<file path="src/rtl/freq_meas_controller.sv">
// Period meter: triggers on a hysteretic threshold crossing, averages 2^AVG_LOG2
// periods measured in sample ticks, with a per-state watchdog timeout.
module freq_meas_controller #(
    parameter int unsigned AVG_LOG2        = 2,
    parameter int unsigned TIMEOUT_SAMPLES = 20000,
    parameter int unsigned HYST            = 2
) (
    input  logic        CLOCK,
    input  logic        RESET,
    input  logic        SAMPLE_EN,
    input  logic        SIG_MODE,
    input  logic        START,
    input  logic [8:0]  DATA_IN,
    input  logic [8:0]  TRIGGER,
    input  logic        RESULT_ACK,
    output logic [15:0] PERIOD_OUT,
    output logic        RESULT_VALID,
    output logic        TIMEOUT_FLAG,
    output logic        BUSY
);

    localparam int unsigned ACC_W   = 16 + AVG_LOG2;
    localparam int unsigned IDX_W   = AVG_LOG2 + 1;
    localparam int unsigned NUM_PER = 1 << AVG_LOG2;

    typedef enum logic [2:0] {
        ST_IDLE,
        ST_ARM,
        ST_RISE1,
        ST_MEAS_LOW,
        ST_MEAS_HIGH,
        ST_DONE
    } state_t;

    state_t             state_q, state_d;
    logic [15:0]        tick_q, tick_d;
    logic [ACC_W-1:0]   acc_q, acc_d;
    logic [IDX_W-1:0]   idx_q, idx_d;
    logic [15:0]        wd_q, wd_d;
    logic [15:0]        period_q, period_d;
    logic               valid_q, valid_d;
    logic               tflag_q, tflag_d;
    logic               busy_q, busy_d;

    logic [9:0]         hi_sum, hi_thr, lo_thr;
    logic               cross_hi, cross_lo, timeout;
    logic [16:0]        wd_inc;
    logic [15:0]        tick_inc;
    logic [ACC_W-1:0]   acc_sum;
    logic [IDX_W-1:0]   idx_inc;

    // Thresholds are formed at 10 bits and clamped so TRIGGER near 0/511 cannot wrap.
    always_comb begin
        hi_sum   = {1'b0, TRIGGER} + 10'(HYST);
        hi_thr   = (hi_sum > 10'd511) ? 10'd511 : hi_sum;
        lo_thr   = ({1'b0, TRIGGER} >= 10'(HYST)) ? ({1'b0, TRIGGER} - 10'(HYST)) : '0;
        cross_hi = SAMPLE_EN && ({1'b0, DATA_IN} > hi_thr);
        cross_lo = SAMPLE_EN && ({1'b0, DATA_IN} < lo_thr);
        wd_inc   = {1'b0, wd_q} + 17'd1;
        timeout  = SAMPLE_EN && (wd_inc >= 17'(TIMEOUT_SAMPLES));
        tick_inc = tick_q + 16'd1;
        acc_sum  = acc_q + ACC_W'(tick_inc);
        idx_inc  = idx_q + IDX_W'(1);
    end

    always_comb begin
        state_d  = state_q;
        tick_d   = tick_q;
        acc_d    = acc_q;
        idx_d    = idx_q;
        wd_d     = SAMPLE_EN ? wd_inc[15:0] : wd_q;
        period_d = period_q;
        tflag_d  = tflag_q;

        case (state_q)
            ST_IDLE: begin
                wd_d = '0;
                if (START && SIG_MODE) state_d = ST_ARM;
            end
            ST_ARM: begin
                if (!SIG_MODE)     state_d = ST_IDLE;
                else if (cross_lo) state_d = ST_RISE1;
                else if (timeout) begin
                    state_d  = ST_DONE;
                    period_d = '0;
                    tflag_d  = 1'b1;
                end
            end
            ST_RISE1: begin
                if (!SIG_MODE) state_d = ST_IDLE;
                else if (cross_hi) begin
                    state_d = ST_MEAS_LOW;
                    tick_d  = '0;
                    acc_d   = '0;
                    idx_d   = '0;
                end else if (timeout) begin
                    state_d  = ST_DONE;
                    period_d = '0;
                    tflag_d  = 1'b1;
                end
            end
            ST_MEAS_LOW: begin
                if (SAMPLE_EN) tick_d = tick_inc;
                if (!SIG_MODE)     state_d = ST_IDLE;
                else if (cross_lo) state_d = ST_MEAS_HIGH;
                else if (timeout) begin
                    state_d  = ST_DONE;
                    period_d = '0;
                    tflag_d  = 1'b1;
                end
            end
            ST_MEAS_HIGH: begin
                if (SAMPLE_EN) tick_d = tick_inc;
                if (!SIG_MODE) state_d = ST_IDLE;
                else if (cross_hi) begin
                    acc_d  = acc_sum;
                    tick_d = '0;
                    idx_d  = idx_inc;
                    if (idx_inc == IDX_W'(NUM_PER)) begin
                        state_d  = ST_DONE;
                        period_d = 16'(acc_sum >> AVG_LOG2);
                        tflag_d  = 1'b0;
                    end else begin
                        state_d = ST_MEAS_LOW;
                    end
                end else if (timeout) begin
                    state_d  = ST_DONE;
                    period_d = '0;
                    tflag_d  = 1'b1;
                end
            end
            ST_DONE: begin
                wd_d = '0;
                if (RESULT_ACK) state_d = ST_IDLE;
            end
            default: state_d = ST_IDLE;
        endcase

        // Every transition restarts the watchdog.
        if (state_d != state_q) wd_d = '0;
        valid_d = (state_d == ST_DONE);
        busy_d  = (state_d != ST_IDLE);
    end

    always_ff @(posedge CLOCK) begin
        if (RESET) begin
            state_q  <= ST_IDLE;
            tick_q   <= '0;
            acc_q    <= '0;
            idx_q    <= '0;
            wd_q     <= '0;
            period_q <= '0;
            valid_q  <= 1'b0;
            tflag_q  <= 1'b0;
            busy_q   <= 1'b0;
        end else begin
            state_q  <= state_d;
            tick_q   <= tick_d;
            acc_q    <= acc_d;
            idx_q    <= idx_d;
            wd_q     <= wd_d;
            period_q <= period_d;
            valid_q  <= valid_d;
            tflag_q  <= tflag_d;
            busy_q   <= busy_d;
        end
    end

    assign PERIOD_OUT   = period_q;
    assign RESULT_VALID = valid_q;
    assign TIMEOUT_FLAG = tflag_q;
    assign BUSY         = busy_q;

endmodule

</file>
<file path="config.mk">
export PLATFORM = sky130hd
export DESIGN_NAME = freq_meas_controller
export DESIGN_NICKNAME = d
export VERILOG_FILES = /design/src/rtl/freq_meas_controller.sv
export SDC_FILE = /design/constraint.sdc
export NUM_CORES = 1
export LEC_CHECK = 0
export CORE_UTILIZATION = 64
export DETAILED_ROUTE_END_ITERATION = 12
export GPL_TIMING_DRIVEN = 0
export PLACE_DENSITY = 0.84
export SYNTH_ARGS = -nofsm -noshare
export SYNTH_HDL_FRONTEND = slang
export SYNTH_SLANG_ARGS = --single-unit
</file>
<file path="constraint.sdc">
create_clock -name CLOCK -period 6.76 [get_ports CLOCK]
set_input_delay 1.352 -clock CLOCK [delete_from_list [all_inputs] [get_ports CLOCK]]
set_output_delay 1.352 -clock CLOCK [all_outputs]
set_load 0.02 [all_outputs]
</file>
==> flow_metrics.env <==
export IMPL_powerDensity_nw_per_um2=163
export IMPL_synth_cell_types=72
export IMPL_clk_pin_slew_worst_paths_ns=0.09
export IMPL_rsz0062_at_grt="no"
export IMPL_busiest_layer="met2"
export IMPL_cts_buffers=9
export IMPL_dr_total_vias=5067
export IMPL_syn_nets=702
export IMPL_gp_congestion=0.900
export IMPL_synthCells=637
export IMPL_clock_sinks=75
export IMPL_port_buffer_count=38
export IMPL_layout_commonest_cell="dfxtp_1"
export IMPL_ctsRootBufferMaster="clkbuf_8"
export IMPL_design_area_um2=6060
export IMPL_required_ns=7.06
export IMPL_grt_use_met1=0.456
export IMPL_die_h_um=93.0
export IMPL_yosysTopAreaCell="dfxtp_1"
export IMPL_first_pass_iters=5
export IMPL_dpl_hpwl_um=9930
export IMPL_fin_worst_skew_ns=0.0202
export IMPL_period_needed_ns=5.33
export IMPL_worstMarginPinSlew_ns=0.893
export IMPL_ios=43
export IMPL_postPlaceCellArea_um2=5810
export IMPL_maxSlewViolCount=0
export IMPL_grtUsageMet2=0.537
export IMPL_maxCapViolations=0
export IMPL_worstSkewPairLatency_ns=0.37
export IMPL_post_cts_setup_buffer_count=0
export IMPL_hold_viol=0
export IMPL_grt_max_degree=14
export IMPL_postCtsHoldBufs=0
export IMPL_die_w_um=93.0
export IMPL_synth_warnings=0
export IMPL_setup_tns_ns=0
export IMPL_synthArstFlopShare=0
export IMPL_avgViaCountPerCell=6.39
export IMPL_synth_fa_ha_area_frac=0.0981
export IMPL_nets=751
export IMPL_yosys_area_share_simple=0.253
export IMPL_arrival_ns=5.63
export IMPL_hold_path_class="flip-flop to flip-flop"
export IMPL_grt_pass1_wl_um=22900
export IMPL_drt_wirelength_per_cell_um=17.2
export IMPL_synth_edff_count=0
export IMPL_start_util=0.672
export IMPL_cts_max_path_buffers=2
export IMPL_vdd_drop_max_v=0.000146
export IMPL_htreeDepth=3
export IMPL_synth_compound_area_frac=0.218
export IMPL_synth_seq_cells=75
export IMPL_routed_wirelength_um=13600
export IMPL_tritoncts="yes"
export IMPL_synthMuxAreaShare=0.0118
export IMPL_run_status="complete, no violations"
export IMPL_grt_pass1_vias=4833
export IMPL_cp_max_fo=10
export IMPL_power_leakage_nw=2.30
export IMPL_netlist_area_leader_share=0.283
export IMPL_timing_final_crit_share=0.788
export IMPL_setup_viol=0
export IMPL_ant_nets=0
export IMPL_antenna_found_initial=0
export IMPL_rows=32
export IMPL_gr_usage_met3=0.0553
export IMPL_drt_iter0_markers=371
export IMPL_worstSetupPathType="input port to flip-flop"
export IMPL_synth_xor_area_frac=0.0908
export IMPL_synthFlopType="dfxtp_1"
export IMPL_grt_usage=0.332
export IMPL_start_kind="input port"
export IMPL_drc=0
export IMPL_nFillCells=596
export IMPL_slew_headroom=0.403
export IMPL_grt_overflow=0
export IMPL_diodes=0
export IMPL_syn_to_final_growth_pct=14.3
export IMPL_post_cts_resize_count=0
export IMPL_coreArea_um2=7890
export IMPL_cp_end_kind="flip-flop"
export IMPL_yosysSeqAreaShare=0.283
export IMPL_synth_top_family_by_area="simple AND/OR/NAND/NOR gates"
export IMPL_synth_area_leaders="dfxtp_1, ha_1, nor2_1, xnor2_1, a21oi_1"
export IMPL_layout_common_cells="dfxtp_1, nor2_1, a21oi_1"
export IMPL_syn_area_um2=5300
export IMPL_max_freq_mhz=188
export IMPL_synth_area_per_cell_um2=8.33
export IMPL_die_area_um2=8660
export IMPL_layout_drive_gt1_share=0.0810
[Yosys cell counts, types with 3 or more instances]
library cell,instances
dfxtp_1,75
nor2_1,67
a21oi_1,48
ha_1,40
xnor2_1,28
xor2_1,27
nand2_1,24
o21ai_0,24
or3_1,23
nor3_1,22
clkbuf_1,21
inv_1,21
nand3_1,17
a22o_1,14
a22oi_1,14
nor3_2,14
nand4_1,13
and3_1,7
nand2b_1,7
nand3b_1,7
nor2b_1,7
o21ai_1,7
and2_1,6
nor3b_1,6
a21o_1,5
a31oi_1,5
buf_2,5
o21a_1,5
a211oi_1,4
and4_1,4
mux2i_1,4
o31a_1,4
or4_1,4
buf_6,3
nor4_1,3
o211ai_1,3
o31ai_1,3
or2_2,3
[layer usage]
metal | routed length, µm | part of all wire | vias up
li1 | - | - | 2434
met1 | 6180 | 0.45 | 2399
met2 | 6250 | 0.46 | 209
met3 | 978 | 0.072 | 25
met4 | 200 | 0.015 | 0
met5 | 0 | 0 | -
[power breakdown]
group	total [mW]	internal (mW)	leakage [nW]	switching (mW)
combinational	0.102	0.0429	1.58	0.0594
clock	0.444	0.258	0.124	0.187
sequential	0.443	0.442	0.604	0.000400
total	0.989	0.743	2.30	0.247
[stage by stage]
| step | util | power (mW) | cells | hold slack [ns] | setup WS [ns] |
|---|---|---|---|---|---|
| after global routing | 0.768 | 1.02 | 793 | 0.497 | 1.06 |
| after floorplan | - | 0.518 | 637 | 0.449 | 2.31 |
| after detailed placement | 0.737 | 0.554 | 777 | 0.454 | 1.13 |
| final | 0.768 | 0.989 | 793 | 0.479 | 1.43 |
| after CTS | 0.768 | 0.988 | 793 | 0.482 | 1.51 |
| after global placement | 0.737 | 0.551 | 777 | 0.448 | 1.20 |
[sequential cells by signal (all words and copies together) (netlist names)]
register and count:
RESULT_VALID 1, acc_q 18, TIMEOUT_FLAG 1, state_q 3, idx_q 3, wd_q 16
PERIOD_OUT 16, BUSY 1, tick_q 16
[critical path, stage by stage]
cell and delay (ns):
clkdlybuf4s50_1 0.61, and3_1 0.22, and2_1 0.18, nand3_1 0.12, nor2_1 0.36, nor2_1 0.10
ha_1 0.31, nand2_1 0.09, o21bai_1 0.18, a21oi_1 0.23, o21ai_1 0.28, nor2_1 0.77
clkbuf_1 0.54, a22oi_1 0.14, nor2_1 0.13
[cells by family (layout without fill, tap and decap cells)]
logic type,Yosys count,count (layout)
and+or+nand+nor,241,241
AOI/OAI and AO/OA,165,165
DFF,75,75
xor gates and xnor gates,55,55
buffers and inverters,54,108
adders and majority gates,41,41
muxes,6,6
[final cells by class]
type / count / area (µm²) / share of cell area
multi-input cells: 508 / 3560 / 0.588
flip-flops and latches: 75 / 1500 / 0.248
repair buffers: 38 / 380 / 0.0628
plain buffers: 31 / 153 / 0.0252
clock buffers: 11 / 141 / 0.0233
well taps: 102 / 128 / 0.0211
clock inverters: 5 / 108 / 0.0178
inverters: 23 / 86.3 / 0.0142
[worst paths after layout]
kind | startpoint | endpoint | slack [ns] | cells past startpoint
max | TRIGGER[4] | acc_q[5] | 1.43 | 15
min | PERIOD_OUT[6] | PERIOD_OUT[6] | 0.48 | 1
max reg2reg | tick_q[1] | PERIOD_OUT[15] | 2.88 | 13
min reg2reg | PERIOD_OUT[6] | PERIOD_OUT[6] | 0.48 | 1
Note: power is estimated with default switching activity, not from simulation.
